[config.mk]
export PLATFORM = sky130hd
export DESIGN_NAME = ps_frame_loader_flat
export DESIGN_NICKNAME = d
export VERILOG_FILES = /design/src/rtl/ps_frame_loader_if.sv /design/src/rtl/ps_frame_loader.sv /design/src/flat_wrapper.sv
export SDC_FILE = /design/constraint.sdc
export NUM_CORES = 1
export LEC_CHECK = 0
export ABC_CLOCK_PERIOD_IN_PS = 8400
export CELL_PAD_IN_SITES_DETAIL_PLACEMENT = 2
export CELL_PAD_IN_SITES_GLOBAL_PLACEMENT = 2
export CORE_ASPECT_RATIO = 0.6
export CORE_MARGIN = 3
export CORE_UTILIZATION = 30
export DETAILED_ROUTE_END_ITERATION = 10
export GPL_TIMING_DRIVEN = 0
export HOLD_SLACK_MARGIN = 0.02
export PLACE_DENSITY = 0.87
export REMOVE_ABC_BUFFERS = 1
export SLEW_MARGIN = 40
export SYNTH_ARGS = -nofsm -noshare
export SYNTH_HDL_FRONTEND = slang
export SYNTH_SLANG_ARGS = --single-unit
export TNS_END_PERCENT = 50
[constraint.sdc]
create_clock -name clk -period 8.4 [get_ports clk]
set_input_delay 1.26 -clock clk [delete_from_list [all_inputs] [get_ports clk]]
set_output_delay 1.26 -clock clk [all_outputs]
set_load 0.05 [all_outputs]
[src/rtl/ps_frame_loader_if.sv]
// Bundles the PS word strobe side and the frame-RAM write side of the loader.
interface ps_frame_loader_if #(
  parameter int DATA_W = 24,
  parameter int ADDR_W = 9
);
  logic              en;
  logic [DATA_W-1:0] voltage_data;
  logic [ADDR_W-1:0] phi_number;
  logic              ready;
  logic              ram_wr_clk;
  logic              ram_wr_en;
  logic [ADDR_W:0]   ram_wr_addr;
  logic [DATA_W-1:0] ram_wr_data;

  modport master (
    output en, voltage_data, phi_number,
    input  ready, ram_wr_clk, ram_wr_en, ram_wr_addr, ram_wr_data
  );

  modport slave (
    input  en, voltage_data, phi_number,
    output ready, ram_wr_clk, ram_wr_en, ram_wr_addr, ram_wr_data
  );
endinterface

[src/rtl/ps_frame_loader.sv]
// Collects one frame of PS voltage words into a double-buffered RAM and swaps
// banks when the frame is complete; an over-long idle gap aborts the frame.
module ps_frame_loader #(
  parameter int DATA_W = 24,
  parameter int ADDR_W = 9,
  parameter int N_ELEM = 480,
  parameter int TMO_W  = 16
) (
  input  logic              clk,
  input  logic              rst,
  ps_frame_loader_if.slave  bus,
  input  logic [TMO_W-1:0]  timeout_limit,
  input  logic              err_clr,
  output logic              send,
  output logic              rd_bank,
  output logic              busy,
  output logic [ADDR_W:0]   words_loaded,
  output logic              err_range,
  output logic              err_timeout
);

  typedef enum logic [1:0] {IDLE, LOAD, DONE, ABORT} state_t;

  localparam logic [ADDR_W:0] N_LAST = (ADDR_W+1)'(N_ELEM);

  state_t             state;
  logic               wr_bank;
  logic               ready_reg;
  logic [TMO_W-1:0]   gap;
  logic [TMO_W-1:0]   gap_inc;
  logic [ADDR_W:0]    wl_inc;
  logic               in_range;
  logic               accept;
  logic               oor;

  // Widened compare so N_ELEM = 2^ADDR_W still works.
  assign in_range = {1'b0, bus.phi_number} < N_LAST;
  assign accept   = bus.en && ready_reg && in_range;
  assign oor      = bus.en && ready_reg && !in_range;
  assign gap_inc  = gap + TMO_W'(1);
  assign wl_inc   = words_loaded + (ADDR_W+1)'(1);

  assign bus.ready      = ready_reg;
  assign bus.ram_wr_clk = clk;

  always_ff @(posedge clk or posedge rst) begin
    if (rst) begin
      state           <= IDLE;
      wr_bank         <= 1'b0;
      rd_bank         <= 1'b1;
      ready_reg       <= 1'b1;
      busy            <= 1'b0;
      send            <= 1'b0;
      gap             <= '0;
      words_loaded    <= '0;
      err_range       <= 1'b0;
      err_timeout     <= 1'b0;
      bus.ram_wr_en   <= 1'b0;
      bus.ram_wr_addr <= '0;
      bus.ram_wr_data <= '0;
    end else begin
      bus.ram_wr_en <= 1'b0;
      send          <= 1'b0;

      if (accept) begin
        bus.ram_wr_en   <= 1'b1;
        bus.ram_wr_addr <= {wr_bank, bus.phi_number};
        bus.ram_wr_data <= bus.voltage_data;
      end

      // A set event in the same cycle as err_clr takes priority.
      if (oor)
        err_range <= 1'b1;
      else if (err_clr)
        err_range <= 1'b0;

      if (state == ABORT)
        err_timeout <= 1'b1;
      else if (err_clr)
        err_timeout <= 1'b0;

      case (state)
        IDLE: begin
          gap <= '0;
          if (accept) begin
            words_loaded <= (ADDR_W+1)'(1);
            if (N_ELEM == 1) begin
              state     <= DONE;
              ready_reg <= 1'b0;
            end else begin
              state <= LOAD;
              busy  <= 1'b1;
            end
          end
        end

        LOAD: begin
          if (accept)
            words_loaded <= wl_inc;
          if (accept && wl_inc == N_LAST) begin
            state     <= DONE;
            ready_reg <= 1'b0;
            busy      <= 1'b0;
            gap       <= '0;
          end else if (bus.en) begin
            gap <= '0;
          end else if (timeout_limit != '0 && gap_inc >= timeout_limit) begin
            state     <= ABORT;
            ready_reg <= 1'b0;
            busy      <= 1'b0;
            gap       <= '0;
          end else begin
            gap <= gap_inc;
          end
        end

        DONE: begin
          send         <= 1'b1;
          rd_bank      <= wr_bank;
          wr_bank      <= ~wr_bank;
          words_loaded <= '0;
          state        <= IDLE;
          ready_reg    <= 1'b1;
        end

        ABORT: begin
          words_loaded <= '0;
          state        <= IDLE;
          ready_reg    <= 1'b1;
        end

        default: begin
          state     <= IDLE;
          ready_reg <= 1'b1;
          busy      <= 1'b0;
        end
      endcase
    end
  end

endmodule
[src/flat_wrapper.sv]
// flat-port wrapper written by rule: the top's interface ports become plain ports
module ps_frame_loader_flat 
#(
  parameter int DATA_W = 24,
  parameter int ADDR_W = 9,
  parameter int N_ELEM = 480,
  parameter int TMO_W  = 16
)
  (clk, rst, timeout_limit, err_clr, send, rd_bank, busy, words_loaded, err_range, err_timeout, bus_en, bus_voltage_data, bus_phi_number, bus_ready, bus_ram_wr_clk, bus_ram_wr_en, bus_ram_wr_addr, bus_ram_wr_data);
  ps_frame_loader_if #(.DATA_W(DATA_W), .ADDR_W(ADDR_W)) bus_i ();
  input  logic clk;
  input  logic rst;
  input  logic [TMO_W-1:0] timeout_limit;
  input  logic err_clr;
  output logic send;
  output logic rd_bank;
  output logic busy;
  output logic [ADDR_W:0] words_loaded;
  output logic err_range;
  output logic err_timeout;
  input wire logic [$bits(bus_i.en)-1:0] bus_en;
  input wire logic [$bits(bus_i.voltage_data)-1:0] bus_voltage_data;
  input wire logic [$bits(bus_i.phi_number)-1:0] bus_phi_number;
  output wire logic [$bits(bus_i.ready)-1:0] bus_ready;
  output wire logic [$bits(bus_i.ram_wr_clk)-1:0] bus_ram_wr_clk;
  output wire logic [$bits(bus_i.ram_wr_en)-1:0] bus_ram_wr_en;
  output wire logic [$bits(bus_i.ram_wr_addr)-1:0] bus_ram_wr_addr;
  output wire logic [$bits(bus_i.ram_wr_data)-1:0] bus_ram_wr_data;
  assign bus_i.en = bus_en;
  assign bus_i.voltage_data = bus_voltage_data;
  assign bus_i.phi_number = bus_phi_number;
  assign bus_ready = bus_i.ready;
  assign bus_ram_wr_clk = bus_i.ram_wr_clk;
  assign bus_ram_wr_en = bus_i.ram_wr_en;
  assign bus_ram_wr_addr = bus_i.ram_wr_addr;
  assign bus_ram_wr_data = bus_i.ram_wr_data;
  ps_frame_loader #(.DATA_W(DATA_W), .ADDR_W(ADDR_W), .N_ELEM(N_ELEM), .TMO_W(TMO_W)) u_core (.clk(clk), .rst(rst), .bus(bus_i), .timeout_limit(timeout_limit), .err_clr(err_clr), .send(send), .rd_bank(rd_bank), .busy(busy), .words_loaded(words_loaded), .err_range(err_range), .err_timeout(err_timeout));
endmodule
**Word-level counts from Yosys, hierarchy flattened**

Index checks and enable logic that the tools add are counted.
Widths: inputs -> output; s select.

- Bits in registers: 70
- Bits in latches: 0
- Memory bits (writable): 0
- ROM bits: 0
- Input bits: 53
- Output and inout bits: 52
- Logic and storage cells: 66
- Memories kept: 0

- Add/subtract/negate cells: 2
- $mul: 0
- Divide/modulo/power cells: 0
- Order comparisons: 2
- Equality and inequality tests: 8
- Shift-type cells: 0
- Mux-type cells: 23
- Bitwise operators: 1
- Reductions and logical operators: 17

Operators with widths:

| kind | number |
|---|---|
| $mux 16 | 3 |
| $pmux 16 s2 | 1 |
| $pmux 10 s3 | 1 |
| $mux 10 | 2 |
| $add 16x1->16 const B | 1 |
| $ge 16x16->1 | 1 |
| $reduce_bool 16->1 | 1 |
| $add 10x1->10 const B | 1 |
| $eq 10x9->1 const B | 1 |
| $lt 9x9->1 const B | 1 |
| $mux 1 | 9 |
| $mux 2 | 4 |
| $reduce_bool 2->1 | 4 |
| $pmux 2 s3 | 1 |
| $reduce_and 3->1 | 2 |
| $logic_and 1x1->1 | 5 |
| $eq 2x2->1 const B | 2 |
| $ne 2x1->1 const B | 2 |
| $pmux 1 s2 | 2 |
| $reduce_and 4->1 | 1 |
| $ne 3x1->1 const B | 1 |
| $ne 3x2->1 const B | 1 |
| $eq 2x1->1 const B | 1 |
| $logic_not 2->1 | 1 |
| 4 further kinds | 4 |

**Longest topological paths before layout**

Gate-level depths: netlist (run 1).

- Word-level depth: 7
- Depth in mapped cells: 14
- Gate-level depth less buffers: 12

==> impl_metrics.py, run 1 <==
metrics = {
    "yosys": {
        "avgSynthCellArea_um2": 8.973,
        "yosysWarnings": 0,
        "synthCells": 402,
        "ys_types": 52,
        "synth-edff-count": 0,
        "seq_area_frac_synth_pct": 48.63,
        "syn_area_um2": 3607,
        "async_flop_share_pct": 100.0,
        "synth-main-ff-cell": "dfrtp_1",
        "ys_seq_elements": 70,
    },
    "pwr": {
        "p_sw_mw": 0.1974,
        "leakage_nw": 2.482,
        "p_per_area_nw_per_um2": 175.0,
        "sequentialPowerShare_pct": 36.7,
        "p_comb_share_pct": 4.8,
        "cellInternalPower_mw": 0.7214,
        "swShare_pct": 21.49,
        "power.share.clock_pct": 58.5,
        "vdd_ir_drop_max_uv": 96.44,
    },
    "finish": {
        "diodes": 0,
        "syn_to_final_growth_pct": 45.54,
        "top_regs": "u_core.bus.ram_wr_data: 24 flops, u_core.gap: 16 flops",
        "layout-drive-gt1-share_pct": 6.458,
        "top_register": "u_core.bus.ram_wr_data",
        "fin_nets": 578,
        "largest_register_ffs": 24,
        "final_common_cell": "nand2_1",
        "layout_common_cells": "115 x nand2_1, 104 x clkdlybuf4s50_1, 67 x dfrtp_1",
    },
    "clocking": {
        "cts_tree": "done",
        "path_clk_slew_ns": 0.06,
        "insertion_delay_ns": 0.45,
        "post-cts-setup-buffer-count": 0,
        "cts_hold_buf": 0,
        "cts_resized": 0,
    },
    "floorplan": {
        "std_cell_rows": 30,
        "start_util_pct": 31.30,
        "die_area_um2": 13420,
        "dieWidth_um": 147.6,
        "top_level_ports": 105,
        "fp.dieH_um": 90.94,
        "core_area_um2": 11520,
    },
    "setup_path": {
        "crit_slowest_cell": "clkdlybuf4s50_1",
        "critical_path_required_ns": 7.14,
        "cp_slowest_stage_delay_ns": 0.69,
        "cp.arrival_ns": 5.13,
        "path_class": "clock port to output port",
        "cp_cell_sequence": "clkbuf_16 -> clkbuf_16 -> clkdlybuf4s50_1",
        "start_kind": "clock port",
        "crit_top_cell": "clkbuf_16",
        "crit_family": "buffers and inverters",
        "worst-path-max-fanout": 2,
        "path_buf_inv": 3,
        "crit_path_end_kind": "output port",
    },
    "detailed_routing": {
        "route.detailed.drc": 0,
        "drtIter0Drc": 118,
        "avgRoutedWirePerCell_um": 18.94,
        "ant_nets": 0,
        "drt-vias-per-instance": 5.001,
        "drt-pass1-iter-count": 4,
        "wl_mm": 12.71,
        "vias": 3356,
    },
    "place": {
        "routabilityCongestion": 0.8026,
        "hpwl_mm": 9.291,
        "dp_slack_ns": 2.268,
        "io_buffers": 104,
    },
    "sta": {
        "fin_setup_tns_ns": 0,
        "maxSlewViolCount": 0,
        "relSlewSlack_pct": 52.76,
        "worst_slew_pin_slew_ns": 0.7086,
        "rsz0062_at_grt": "no",
        "setup-violations-final": 0,
        "hold_viol_final": 0,
        "finalWorstSetupSlack_ns": 2.005,
        "worst_clock_skew_ns": 0.01082,
    },
    "global_routing": {
        "gr-total-overflow": 0,
        "grt_pass1_vias": 3949,
        "grt_pass1_wl_mm": 21.43,
        "grt_start_max_net_pins": 58,
        "antenna_found_initial": 0,
        "track_usage_pct": 20.14,
    },
    "run": {
        "maxCapViolCount": 0,
    },
    "run_status": {
        "status": "completed",
    },
    "worst_hold_path": {
        "hp-class": "register to register",
    },
}
-- power by group through the flow --
stage | Sequential (mW) | Combinational (mW) | Clock (mW)
finish | 0.337 | 0.0438 | 0.538
CTS | 0.337 | 0.0448 | 0.549
global route | 0.337 | 0.0485 | 0.568
floorplan | 0.343 | 0.0104 | 0
detailed placement | 0.343 | 0.0445 | 0.0275
global placement | 0.343 | 0.0397 | 0.0275
-- tightest hold or removal path: cells and delay by family (launching register included) --
kind | cells | cell delay [ns]
simple gates | 2 | 0.11
flops | 1 | 0.34
-- path summary, 6_finish.rpt --
path,slack [ns],startpoint,cells after the start,end
max in group asynchronous,6.76,rst,3,u_core.rd_bank
setup reg to reg,4.38,u_core.gap[2],11,u_core.gap[2]
hold reg to reg,0.48,u_core.bus.ram_wr_data[3],2,u_core.bus.ram_wr_data[3]
min in group asynchronous,1.10,rst,2,u_core.bus.ram_wr_addr[8]
hold / removal,0.48,u_core.bus.ram_wr_data[3],2,u_core.bus.ram_wr_data[3]
setup / recovery,2.01,clk,3,bus_ram_wr_clk
-- synthesized netlist by cell type, drive strengths merged (8+ instances only) --
master / instances / area share [%]
a21oi: 19 / 2.6
o21ai: 16 / 2.2
nand2: 115 / 12
xnor2: 11 / 2.7
nand3: 12 / 2.0
inv: 25 / 2.6
ha: 19 / 6.6
nand4: 8 / 1.4
dfrtp: 68 / 47
a22o: 10 / 2.4
clkbuf: 12 / 1.2
nor2: 16 / 1.7
-- kinds of logic after synthesis --
group                      count (synthesis)  share of synthesized area [%]
adders and majority gates                 19                          6.590
and+or+nand+nor                          187                          23.59
muxes                                      2                         0.6243
xor gates and xnor gates                  13                          3.156
AOI/OAI and AO/OA                         71                          13.11
DFF                                       70                          48.63
buffers and inverters                     40                          4.301
-- routing by layer --
layer,global-route usage [%],up-vias,share of wire (%)
li1,-,1578,-
met1,26.40,1698,46
met2,32.18,74,48
met3,7.132,6,5.7
met4,4.419,0,0.61
met5,0,-,0
-- area by class of cell --
class,count,area [um2]
Clock buffer,14,314.1
Inverter,25,101.3
Multi-Input combinational cell,292,1710
Fill cell,1257,6274
Clock inverter,6,110.1
Sequential cell,70,1755
Tap cell,160,200.2
Timing Repair Buffer,104,1059
-- stage by stage --
step | utilization [%] | total power, mW | instance area [um2] | cells | hold slack (ns)
after floorplan | - | 0.3538 | 3546 | 387 | 0.4637
after global placement | 41.54 | 0.4106 | 4787 | 651 | 0.4564
after detailed placement | 41.97 | 0.4154 | 4836 | 652 | 0.4660
after CTS | 45.56 | 0.9313 | 5250 | 671 | 0.4805
after global routing | 45.56 | 0.9537 | 5250 | 671 | 0.5104
final | 45.56 | 0.9188 | 5250 | 671 | 0.4754
Power figures use the tool's default switching activity.
==> inputs of run 2 (changes only) <==
ABC_CLOCK_PERIOD_IN_PS = 5300   (was 8400)
CORE_UTILIZATION = 25   (was 30)
PLACE_DENSITY = 0.78   (was 0.87)
clock period = 5.3 ns   (was 8.4 ns; I/O delays follow)
==> run 2 against run 1 <==
  * Register-to-register slack got worse by 3.0 ns
  * Worst setup slack got worse by 1.1 ns
  * Clock power increased by 43%
  * Global-route usage decreased by 4.2 points
  * Utilization decreased by 7.5 points
  * Sequential power increased by 59%
  * Critical path depth unchanged
  * Sequential share of layout area decreased by 0.20 points
  * Largest cell class unchanged
==> impl_metrics.py, run 2 (same netlist as run 1, synthesis figures left out) <==
metrics = {
    "sta": {
        "maxSlewViolCount": 0,
        "worst_slew_pin_slew_ns": 0.6873,
        "setup-violations-final": 0,
        "hold_viol_final": 0,
        "worst_clock_skew_ns": 0.007848,
        "rsz0062_at_grt": "no",
        "whs_ns": 0.4766,
        "relSlewSlack_pct": 54.18,
    },
    "clocking": {
        "path_clk_slew_ns": 0.06,
        "insertion_delay_ns": 0.44,
        "cts_hold_buf": 0,
        "cts_resized": 0,
        "cts_tree": "done",
        "post-cts-setup-buffer-count": 0,
    },
    "finish": {
        "top_register": "u_core.bus.ram_wr_data",
        "instances_no_fill": 704,
        "layout_common_cells": "115 x nand2_1, 104 x clkdlybuf4s50_1, 67 x dfrtp_1",
        "diodes": 0,
        "top_regs": "u_core.bus.ram_wr_data: 24 flops, u_core.gap: 16 flops",
        "layout-drive-gt1-share_pct": 6.836,
        "fin_nets": 579,
        "largest_register_ffs": 24,
        "final-seq-area_um2": 1755,
        "n_fill_cell": 1570,
        "multiInputGateArea_um2": 1710,
        "final_common_cell": "nand2_1",
        "syn_to_final_growth_pct": 46.41,
    },
    "setup_path": {
        "worst-path-max-fanout": 2,
        "cp_cell_sequence": "clkbuf_16 -> clkbuf_16 -> clkdlybuf4s50_1",
        "r2r_cells": 11,
        "crit_top_cell": "clkbuf_16",
        "crit_path_end_kind": "output port",
        "path_buf_inv": 3,
        "critical_path_required_ns": 4.51,
        "crit_family": "buffers and inverters",
        "cp_slowest_stage_delay_ns": 0.69,
        "crit_cells": 3,
        "cp.arrival_ns": 3.58,
        "path_class": "clock port to output port",
        "crit_slowest_cell": "clkdlybuf4s50_1",
        "start_kind": "clock port",
    },
    "run_status": {
        "status": "completed",
    },
    "place": {
        "hpwl_mm": 9.332,
        "routabilityCongestion": 0.7789,
        "io_buffers": 104,
        "dp.cells": 685,
    },
    "global_routing": {
        "track_usage_pct": 15.99,
        "antenna_found_initial": 0,
        "grt_pass1_wl_mm": 20.11,
        "grt_pass1_vias": 3819,
        "grt_start_max_net_pins": 47,
        "gr-total-overflow": 0,
    },
    "floorplan": {
        "die_area_um2": 15950,
        "std_cell_rows": 33,
        "dieWidth_um": 161.1,
        "core_area_um2": 13870,
        "top_level_ports": 105,
        "fp.dieH_um": 99.05,
        "start_util_pct": 26.00,
    },
    "pwr": {
        "p_per_area_nw_per_um2": 260.3,
        "vdd_ir_drop_max_uv": 124.6,
        "leakage_nw": 2.477,
    },
    "detailed_routing": {
        "wl_mm": 12.32,
        "avgRoutedWirePerCell_um": 17.51,
        "drtIter0Drc": 83,
        "drt-pass1-iter-count": 4,
        "vias": 3326,
        "drt-vias-per-instance": 4.724,
        "route.detailed.drc": 0,
        "ant_nets": 0,
    },
    "worst_hold_path": {
        "hp-class": "register to register",
        "min_path_cells": 2,
    },
    "run": {
        "maxCapViolCount": 0,
    },
}
run 2: cell types whose count changed in the layout (fill, tap and decap cells not counted), sizes merged:
cell,previous run,this run
buf,1,2
clkinvlp,2,3
bufinv,3,1
clkbuf,13,14
run 2: path summary, 6_finish.rpt:
kind | start | endpoint | slack, ns
min reg2reg | u_core.bus.ram_wr_data[6] | u_core.bus.ram_wr_data[6] | 0.48
max in group asynchronous | rst | u_core.bus.ready | 4.04
max reg2reg | u_core.gap[2] | u_core.gap[11] | 1.36
min | u_core.bus.ram_wr_data[6] | u_core.bus.ram_wr_data[6] | 0.48
min in group asynchronous | rst | u_core.bus.ram_wr_data[3] | 0.69
max | clk | bus_ram_wr_clk | 0.92
run 2: area by class of cell:
cell class	instances	share of cell area, %
Multi-Input combinational cell	292	32.39
Inverter	25	1.919
Timing Repair Buffer	105	20.42
Clock inverter	5	1.090
Clock buffer	15	6.397
Tap cell	192	4.549
Sequential cell	70	33.24
run 2: per-layer routing:
metal / wire length, um / track usage (%) / vias up
met3: 764 / 6.006 / 12
met4: 115 / 4.362 / 0
li1: - / - / 1580
met2: 5643 / 25.46 / 69
met1: 5801 / 20.54 / 1665
met5: 0 / 0 / -
run 2: per-stage QoR:
stage	power, mW	setup WS, ns	utilization, %	setup TNS (ns)	cell area, um2
final	1.375	0.9231	38.07	0	5281
after global routing	1.438	0.9016	38.07	0	5281
after CTS	1.400	0.9172	38.07	0	5281
after detailed placement	0.6571	1.183	35.29	0	4896
after global placement	0.6511	-0.08952	34.79	-0.2071	4827
after floorplan	0.5607	1.855	-	0	3546
run 2: report_power, final:
| part | internal, mW | leakage (nW) | switching (mW) |
|---|---|---|---|
| Combinational | 0.0406 | 1.32 | 0.0274 |
| Clock | 0.498 | 0.185 | 0.274 |
| Sequential | 0.535 | 0.970 | 0.0000000000000000258 |
| Total | 1.07 | 2.48 | 0.302 |
run 2: worst reg2reg max path, delay by kind of cell (launching register included):
family	cells	cell delay, ns
AO/OA/AOI/OAI	5	1.58
AND/OR/NAND/NOR	4	1.28
flip-flops	1	0.46
adder cells (fa/ha/maj)	1	0.31
XOR/XNOR	1	0.25
